## src/rtl/imm_decode_pipe_pkg.sv

```systemverilog
// Shared types for the decode-stage immediate unit: immediate format
// classification and the RV opcode values that select it.
package imm_decode_pipe_pkg;

    typedef enum logic [2:0] {
        IMM_NONE  = 3'd0,
        IMM_I     = 3'd1,
        IMM_S     = 3'd2,
        IMM_B     = 3'd3,
        IMM_U     = 3'd4,
        IMM_J     = 3'd5,
        IMM_SHAMT = 3'd6,
        IMM_ZIMM  = 3'd7
    } imm_type_t;

    localparam logic [6:0] OPC_LUI    = 7'b0110111;
    localparam logic [6:0] OPC_AUIPC  = 7'b0010111;
    localparam logic [6:0] OPC_JAL    = 7'b1101111;
    localparam logic [6:0] OPC_JALR   = 7'b1100111;
    localparam logic [6:0] OPC_BRANCH = 7'b1100011;
    localparam logic [6:0] OPC_LOAD   = 7'b0000011;
    localparam logic [6:0] OPC_STORE  = 7'b0100011;
    localparam logic [6:0] OPC_OPI    = 7'b0010011;
    localparam logic [6:0] OPC_OPI32  = 7'b0011011;
    localparam logic [6:0] OPC_SYSTEM = 7'b1110011;

endpackage

```

## src/rtl/imm_decode_pipe_extract.sv

```systemverilog
// Combinational immediate extraction: one 32-bit instruction in, the
// extended immediate and its format class out.
module imm_extract
    import imm_decode_pipe_pkg::*;
#(
    parameter int XLEN        = 64,
    parameter bit ENABLE_ZIMM = 1'b1
) (
    input  logic [31:0]     ins,
    output logic [XLEN-1:0] imm,
    output imm_type_t       imm_type
);

    logic [6:0]  opc;
    logic [2:0]  funct3;
    logic        is_shift;
    logic [31:0] i_imm, s_imm, b_imm, u_imm, j_imm;
    logic [31:0] shamt_opi, shamt_w, zimm;
    logic [31:0] sel;

    assign opc      = ins[6:0];
    assign funct3   = ins[14:12];
    assign is_shift = (funct3 == 3'b001) || (funct3 == 3'b101);

    assign i_imm     = {{20{ins[31]}}, ins[31:20]};
    assign s_imm     = {{20{ins[31]}}, ins[31:25], ins[11:7]};
    assign b_imm     = {{20{ins[31]}}, ins[7], ins[30:25], ins[11:8], 1'b0};
    assign u_imm     = {ins[31:12], 12'b0};
    assign j_imm     = {{12{ins[31]}}, ins[19:12], ins[20], ins[30:21], 1'b0};
    assign shamt_opi = (XLEN == 64) ? {26'b0, ins[25:20]} : {27'b0, ins[24:20]};
    assign shamt_w   = {27'b0, ins[24:20]};
    assign zimm      = {27'b0, ins[19:15]};

    always_comb begin
        // NOTE: defaults first so every path assigns both outputs; no latches.
        sel      = '0;
        imm_type = IMM_NONE;
        case (opc)
            OPC_JALR, OPC_LOAD: begin sel = i_imm; imm_type = IMM_I; end
            OPC_OPI: begin
                sel      = is_shift ? shamt_opi : i_imm;
                imm_type = is_shift ? IMM_SHAMT : IMM_I;
            end
            OPC_OPI32: begin
                sel      = is_shift ? shamt_w : i_imm;
                imm_type = is_shift ? IMM_SHAMT : IMM_I;
            end
            OPC_STORE:          begin sel = s_imm; imm_type = IMM_S; end
            OPC_BRANCH:         begin sel = b_imm; imm_type = IMM_B; end
            OPC_LUI, OPC_AUIPC: begin sel = u_imm; imm_type = IMM_U; end
            OPC_JAL:            begin sel = j_imm; imm_type = IMM_J; end
            OPC_SYSTEM: begin
                if (ENABLE_ZIMM && funct3[2]) begin
                    sel      = zimm;
                    imm_type = IMM_ZIMM;
                end
            end
            default: ;
        endcase
    end

    // Zero-extended fields have bit 31 clear, so one sign extension serves all.
    assign imm = XLEN'($signed(sel));

endmodule

```

## src/rtl/imm_decode_pipe.sv

```systemverilog
// Decode-stage immediate unit: decodes before a two-entry (main + skid)
// registered valid/ready buffer, with flush and a precomputed pc+imm target.
module imm_decode_pipe
    import imm_decode_pipe_pkg::*;
#(
    parameter int XLEN        = 64,
    parameter bit ENABLE_ZIMM = 1'b1
) (
    input  logic            clk,
    input  logic            reset,
    input  logic            flush,
    input  logic            in_valid,
    output logic            in_ready,
    input  logic [31:0]     in_ins,
    input  logic [XLEN-1:0] in_pc,
    output logic            out_valid,
    input  logic            out_ready,
    output logic [31:0]     out_ins,
    output logic [XLEN-1:0] out_pc,
    output logic [XLEN-1:0] out_imm,
    output imm_type_t       out_type,
    output logic [XLEN-1:0] out_target
);

    typedef struct packed {
        logic [31:0]     ins;
        logic [XLEN-1:0] pc;
        logic [XLEN-1:0] imm;
        imm_type_t       imm_type;
        logic [XLEN-1:0] target;
    } entry_t;

    logic [XLEN-1:0] new_imm;
    imm_type_t       new_type;
    entry_t          new_entry;
    entry_t          main_d, main_q, skid_d, skid_q;
    logic            main_valid_d, main_valid_q;
    logic            skid_valid_d, skid_valid_q;
    logic            accept, consume;

    imm_extract #(
        .XLEN        (XLEN),
        .ENABLE_ZIMM (ENABLE_ZIMM)
    ) u_extract (
        .ins      (in_ins),
        .imm      (new_imm),
        .imm_type (new_type)
    );

    assign new_entry = '{ins: in_ins, pc: in_pc, imm: new_imm,
                         imm_type: new_type, target: in_pc + new_imm};

    assign in_ready = !skid_valid_q;
    assign accept   = in_valid && in_ready && !flush;
    assign consume  = main_valid_q && out_ready;

    always_comb begin
        main_d       = main_q;
        skid_d       = skid_q;
        main_valid_d = main_valid_q;
        skid_valid_d = skid_valid_q;
        if (flush) begin
            main_valid_d = 1'b0;
            skid_valid_d = 1'b0;
        end else begin
            if (consume) begin
                main_d       = skid_q;
                main_valid_d = skid_valid_q;
                skid_valid_d = 1'b0;
            end
            // in_ready implies an empty skid, so accept never collides with skid->main.
            if (accept) begin
                if (!main_valid_q || consume) begin
                    main_d       = new_entry;
                    main_valid_d = 1'b1;
                end else begin
                    skid_d       = new_entry;
                    skid_valid_d = 1'b1;
                end
            end
        end
    end

    // NOTE: state updates use non-blocking assignments so all flops see pre-edge values.
    always_ff @(posedge clk) begin
        if (reset) begin
            // NOTE: data registers are cleared too, so out_* read as zero/NONE after reset.
            main_q       <= '0;
            skid_q       <= '0;
            main_valid_q <= 1'b0;
            skid_valid_q <= 1'b0;
        end else begin
            main_q       <= main_d;
            skid_q       <= skid_d;
            main_valid_q <= main_valid_d;
            skid_valid_q <= skid_valid_d;
        end
    end

    assign out_valid  = main_valid_q;
    assign out_ins    = main_q.ins;
    assign out_pc     = main_q.pc;
    assign out_imm    = main_q.imm;
    assign out_type   = main_q.imm_type;
    assign out_target = main_q.target;

endmodule

```

## config.mk

```make
export PLATFORM = sky130hd
export DESIGN_NAME = imm_decode_pipe
export DESIGN_NICKNAME = d
export VERILOG_FILES = /design/src/rtl/imm_decode_pipe_pkg.sv /design/src/rtl/imm_decode_pipe_extract.sv /design/src/rtl/imm_decode_pipe.sv
export SDC_FILE = /design/constraint.sdc
export NUM_CORES = 1
export LEC_CHECK = 0
export BUFFER_PORTS_ARGS = -buffer_cell sky130_fd_sc_hd__buf_2
export CORE_ASPECT_RATIO = 1.4
export CORE_MARGIN = 10
export CORE_UTILIZATION = 48
export DETAILED_ROUTE_END_ITERATION = 8
export GPL_TIMING_DRIVEN = 1
export PLACE_DENSITY_LB_ADDON = 0.15
export SLEW_MARGIN = 20
export SYNTH_ARGS = -nofsm -noshare
export SYNTH_HDL_FRONTEND = slang
export SYNTH_HIERARCHICAL = 1
export SYNTH_SLANG_ARGS = --single-unit
```

## constraint.sdc

```tcl
create_clock -name clk -period 12.67 [get_ports clk]
set_clock_uncertainty 0.05 [all_clocks]
set_input_delay 1.267 -clock clk [delete_from_list [all_inputs] [get_ports clk]]
set_output_delay 1.267 -clock clk [all_outputs]
set_load 0.02 [all_outputs]
```

==> results of run 1 <==
## final timing paths
path           startpoint  slack (ps)  cells after the start        endpoint
min reg2reg    skid_q[20]         400                      2      skid_q[20]
max             in_ins[2]        6910                     19  out_target[51]
max reg2reg  skid_valid_q        9290                      8  out_target[60]
min            skid_q[20]         400                      2      skid_q[20]
## sequential cells by signal, summed over array words and instances, names as in the netlist
signal / count
out_target: 64
out_pc: 64
out_ins: 32
skid_valid_q: 1
skid_q: 227
out_valid: 1
out_imm: 64
out_type: 3
## cell type report
class	count	area [µm²]	area share
diodes	1	2.502	0.00009734
clock buffers	77	1451	0.05646
clock inverters	6	65.06	0.002531
inverters	28	105.1	0.004088
multi-input cells	2335	12280	0.4779
flip-flops and latches	456	9129	0.3551
well taps	624	780.7	0.03037
repair buffers	357	1889	0.07349
## synthesized netlist by cell type (4+ instances only)
master,instances,share of area
nor3b_1,4,0.0013
nor2b_1,13,0.0036
or3_1,4,0.0011
o21bai_1,14,0.0046
clkbuf_1,217,0.036
o21ai_0,43,0.0095
a31oi_1,18,0.0050
o21a_1,11,0.0036
a211oi_1,17,0.0056
nor2_1,560,0.093
a211o_1,4,0.0015
o211ai_1,5,0.0017
a21o_1,57,0.019
buf_1,26,0.0043
and2_1,19,0.0052
or2_2,4,0.0011
nand2b_1,5,0.0014
buf_2,5,0.0011
nand2_1,607,0.10
nor4_1,7,0.0019
xnor2_1,36,0.014
ha_1,63,0.035
buf_4,32,0.011
dfxtp_1,456,0.40
o21ai_1,6,0.0013
a21oi_1,291,0.064
and4_1,5,0.0019
nand4_1,29,0.0080
nand3_1,26,0.0057
nor3_1,169,0.037
a222oi_1,27,0.012
inv_1,28,0.0046
xor2_1,17,0.0066
o2111ai_1,4,0.0015
o22ai_1,143,0.039
and3_1,9,0.0025
a311oi_1,39,0.015
a21boi_0,5,0.0017
## layer usage
layer	share of wire	global-route usage	up-vias
met5	0.00027	0	-
met4	0.069	0.1823	4
met3	0.055	0.04541	205
met2	0.50	0.4983	822
met1	0.37	0.3119	10793
li1	-	-	10919
## where the power goes
part           switching (µW)  internal (µW)  leakage [µW]
logic                     320            141       0.00631
registers                33.1           1480       0.00371
clock network             579            799      0.000740
## metrics by stage
stage	total power, µW	std cells
2_1_floorplan	1825	3101
3_3_place_gp	2001	3799
3_5_place_dp	2007	3799
4_1_cts	3382	3882
5_1_grt	3476	3883
6_report	3355	3884
## worst max-delay path, stage by stage
cell and delay [ps]:
buf_2 200, nor4b_2 400, and4b_1 320, a211oi_2 90, nand2_1 200, o21ba_4 160, buf_4 300, buf_16 300
ha_1 380, a21o_1 230, a21oi_1 150, nor2b_1 60, or4_4 490, a221oi_2 340, nand2_1 140, a221o_1 360
a41o_1 280, xnor2_1 150, a221oi_1 310
## cells by family (layout without fill, tap and decap cells)
| family | after synthesis | count (layout) |
|---|---|---|
| simple gates | 1479 | 1479 |
| compound gates | 737 | 737 |
| flops | 456 | 456 |
| buf+inv | 310 | 468 |
| fa+ha+maj | 64 | 64 |
| xor+xnor | 53 | 53 |
| mux | 2 | 2 |
| other cells | 0 | 1 |
==> qor.yml, run 1 <==
postSynth.asyncResetShare: 0
tightest_slew_ps: 1128
min_period_ps: 5765
end_kind: "flip-flop"
synth_compound_area_frac: 0.2100
whs_ps: 404.3
synth_xor_area_frac: 0.02048
dpl.hpwl_um: 58830
start_util: 0.4841
wire_per_inst_um: 21.74
syn_inst: 3101
final_util: 0.5492
fin_area_um2: 25710
syn-cell-area_um2: 22660
slew_headroom: 0.2480
drtAntennaViolNets: 0
synth_top_family_by_area: "simple AND/OR/NAND/NOR gates"
cts_num_sinks: 456
setup_ws_ps: 6905
drive_gt1_frac: 0.1415
hp-class: "flip-flop to flip-flop"
die_y_um: 277.1
setup_viol: 0
synth-edff-count: 0
grtUsageTotal: 0.2845
grt.overflow.total: 0
leakagePower_uw: 0.01076
fin_crit_sh: 0.4550
synthMuxAreaShare: 0.0008834
drt_iter0_markers: 1758
wirelength_um: 84450
maxCapViolCount: 0
timing.final.hold_violations: 0
crit_path_start_kind: "primary input"
max-clock-path-buffers: 3
grt_max_degree: 108
crit_fanout: 79
cp.arrival_ps: 6200
viasPerCell: 5.856
io_buffers: 329
gp_routability_congestion: 0.9400
status: "completed"
seq_area_frac_synth: 0.4028
core_um2: 46810
ios: 330
ys_seq_elements: 456
syn_nets: 3266
clk_pin_slew_worst_paths_ps: 60
post-cts-setup-buffer-count: 0
worstSkewPairLatency_ps: 590
cts_tree: "yes"
layout_common_cells: "nand2_1, nor2_1, dfxtp_1"
worstSetupPathType: "primary input to flip-flop"
grt_pass1_vias: 21431
rsz0062_at_grt: "no"
vdd_drop_max_mv: 0.1107
synth_fa_ha_area_frac: 0.03567
numCtsBuffers: 47
layout_commonest_cell: "nand2_1"
die-area_um2: 56420
die_w_um: 203.6
power_density_nw_per_um2: 130.5
n_fill_cell: 4647
drc: 0
root_buffer: "clkbuf_16"
row_count: 94
final_max_slew_viol_count: 0
synth_top_flop_cell: "dfxtp_1"
post_cts_resized: 0
antenna_found_initial: 3
syn2layout_area_growth_pct: 13.45
max_freq_mhz: 173.5
syn_avg_cell_area_um2: 7.307
hold_buffers: 0
dpl_worst_slack_ps: 6145
yosysWarnings: 6
via_count: 22743
nets: 3390
synth-simple-area-share: 0.2725
place_area_um2: 24160
grt_pass1_wl_um: 128200
final.setup.tns_ps: 0
dr.pass1.iters: 7
htreeDepth: 2
yosysUniqueCellTypes: 84
required_ps: 13110
(Power assumes the default switching activity.)
==> run 2: changes to the inputs <==
==> constraint.sdc (replaced) <==
create_clock -name clk -period 5.5 [get_ports clk]
set_clock_uncertainty 0.05 [all_clocks]
set_input_delay 0.55 -clock clk [delete_from_list [all_inputs] [get_ports clk]]
set_output_delay 0.55 -clock clk [all_outputs]
set_load 0.02 [all_outputs]
==> run 2 against run 1 <==
Die area unchanged. Clock-buffer cell count decreased by 12. Flip-flop and latch count unchanged. Design area increased by 0.89%. Clock power increased by 140%. Sequential share of layout area decreased by 0.31 points. Utilization increased by 0.49 points. Critical endpoint is now out_target[45]. Largest power group unchanged.
==> qor.yml, run 2 (same netlist as run 1, synthesis figures left out) <==
status: "completed"
io_buffers: 329  # unchanged
crit_fanout: 16  # -80%
path_cells: "buf_2 > nor4b_2 > and4b_1 > a211oi_2 > a21boi_2 > buf_4 > a21o_1 > ha_1 > a21oi_1 > o21ai_0 > a21oi_1 > o21a_1 > nor4_1 > buf_4 > nor2_1 > xnor2_1 > buf_4 > nor2_1 > a311oi_1"
crit_path_start_kind: "primary input"
htreeDepth: 2  # unchanged
hp-class: "primary input to flip-flop"
wirelength_um: 86400  # +2.3%
dr.pass1.iters: 6  # -1
crit_top_cell: "buf_4"
worstSetupPathType: "primary input to flip-flop"
gp_routability_congestion: 0.9637  # +2.5%
vdd_drop_max_mv: 0.2870  # +160%
power_density_nw_per_um2: 302.6  # +130%
cp.buffers_inverters: 4  # +1
nets: 3408  # +0.53%
max-clock-path-buffers: 3  # unchanged
grt_pass1_vias: 21546  # +0.54%
drc: 0  # unchanged
hold_buffers: 0  # unchanged
min_period_ps: 4856
wire_per_inst_um: 22.16  # +1.9%
dpl.hpwl_um: 61560  # +4.6%
worstSkewPairLatency_ps: 590  # about the same
worst_path_dominant_cell_family: "compound AO/OA/AOI/OAI gates"
worstRegToRegCells: 7  # -1
final.setup.tns_ps: 0  # unchanged
ios: 330  # unchanged
required_ps: 5930  # -7180 ps
slew_headroom: 0.3471  # +0.09904
grt.overflow.total: 0  # unchanged
end_kind: "flip-flop"
cts_tree: "yes"
fin_crit_sh: 0.8828
cpPeakStageDelay_ps: 580  # +90 ps
die_w_um: 203.6  # unchanged
min_from: "in_ins[0]"
rsz0062_at_grt: "no"
cp.arrival_ps: 5290  # -910 ps
root_buffer: "clkbuf_16"
tightest_slew_ps: 979.4  # -148.6 ps
maxCapViolCount: 0  # unchanged
hold_path_depth: 3  # +1
grt_pass1_wl_um: 130200  # +1.6%
layout_commonest_cell: "nand2_1"
timing.final.hold_violations: 0  # unchanged
reg2reg_slack_ps: 2610  # -6680 ps
cp_slowest_cell: "o21ai_0"
grtUsageTotal: 0.2921  # +0.007596
final_max_slew_viol_count: 0  # unchanged
syn2layout_area_growth_pct: 14.45
layout_common_cells: "nand2_1, nor2_1, dfxtp_1"
setup_viol: 0  # unchanged
die_y_um: 277.1  # unchanged
rr_endpoint: "out_target[25]"
grt_max_degree: 185  # +71%
viasPerCell: 5.859  # about the same
drt_iter0_markers: 1880  # +6.9%
drive_gt1_frac: 0.1481  # +0.006637
diodes: 0  # -1
numCtsBuffers: 46  # -2.1%
antenna_found_initial: 3  # unchanged
clk_pin_slew_worst_paths_ps: 60  # about the same
reg2reg_from: "out_valid"
core_um2: 46810  # unchanged
largest_register_ffs: 227  # unchanged
leakagePower_uw: 0.01090  # +1.3%
startpoint: "in_ins[2]"
cts_num_sinks: 456  # unchanged
start_util: 0.4841  # unchanged
whs_ps: 186.0  # -218.3 ps
die-area_um2: 56420  # unchanged
row_count: 94  # unchanged
largest_register: "skid_q"
via_count: 22844  # +0.44%
post_cts_resized: 0  # unchanged
holdPathEnd: "skid_q[195]"
max_freq_mhz: 205.9
drtAntennaViolNets: 0  # unchanged
post-cts-setup-buffer-count: 0  # unchanged
final_util: 0.5540  # +0.004865
==> run 2: cell count changes in the layout (fill, tap and decap cells not counted), sizes merged <==
| cell | previous run | this run |
|---|---|---|
| diode | 1 | 0 |
| clkbuf | 77 | 65 |
| clkinv | 3 | 7 |
| inv | 29 | 30 |
| bufinv | 1 | 5 |
| buf | 357 | 376 |
==> run 2: worst max-delay path by stage <==
stage / endpoint / slack (ps) / depth (start not counted)
3_3_place_gp: out_target[45] / 70 / 19
3_5_place_dp: out_target[45] / 30 / 19
6_report: out_target[45] / 640 / 19
4_1_cts: out_target[45] / 610 / 19
5_1_grt: out_target[45] / 380 / 19
2_1_floorplan: out_target[51] / 310 / 19
==> run 2: per-layer routing <==
| layer | wire length, µm | vias to the layer above | track usage |
|---|---|---|---|
| met4 | 6521 | 6 | 0.2046 |
| met3 | 4445 | 195 | 0.04565 |
| met5 | 30 | - | 0 |
| met1 | 31600 | 10895 | 0.3127 |
| li1 | - | 10973 | - |
| met2 | 43800 | 775 | 0.5135 |
==> run 2: area by class of cell <==
cell class	instances	area, µm²
Fill cell	4570	20880
Sequential cell	456	9129
Clock inverter	15	217.7
Timing Repair Buffer	376	2074
Inverter	28	105.1
Tap cell	624	780.7
Multi-Input combinational cell	2335	12280
Clock buffer	65	1344
==> run 2: power breakdown <==
group          switching, µW  total, µW  internal (µW)  leakage [µW]
combinational            755       1090            331       0.00642
sequential              72.3       3490           3420       0.00371
clock                   1340       3270           1930      0.000768
==> run 2: metrics by stage <==
stage               worst slack, ps  total power, µW  cells  cell area, µm²
floorplan                     305.3             4203   3101           22660
global placement              74.88             4635   3819           24370
detailed placement            26.35             4644   3819           24370
CTS                           614.2             7905   3899           25930
global route                  381.1             8121   3899           25930
finish                        644.4             7848   3899           25930
==> run 2: tightest hold or removal path: stages <==
cell	delay, ps
buf_2	120
nand2_1	50
a21oi_1	50
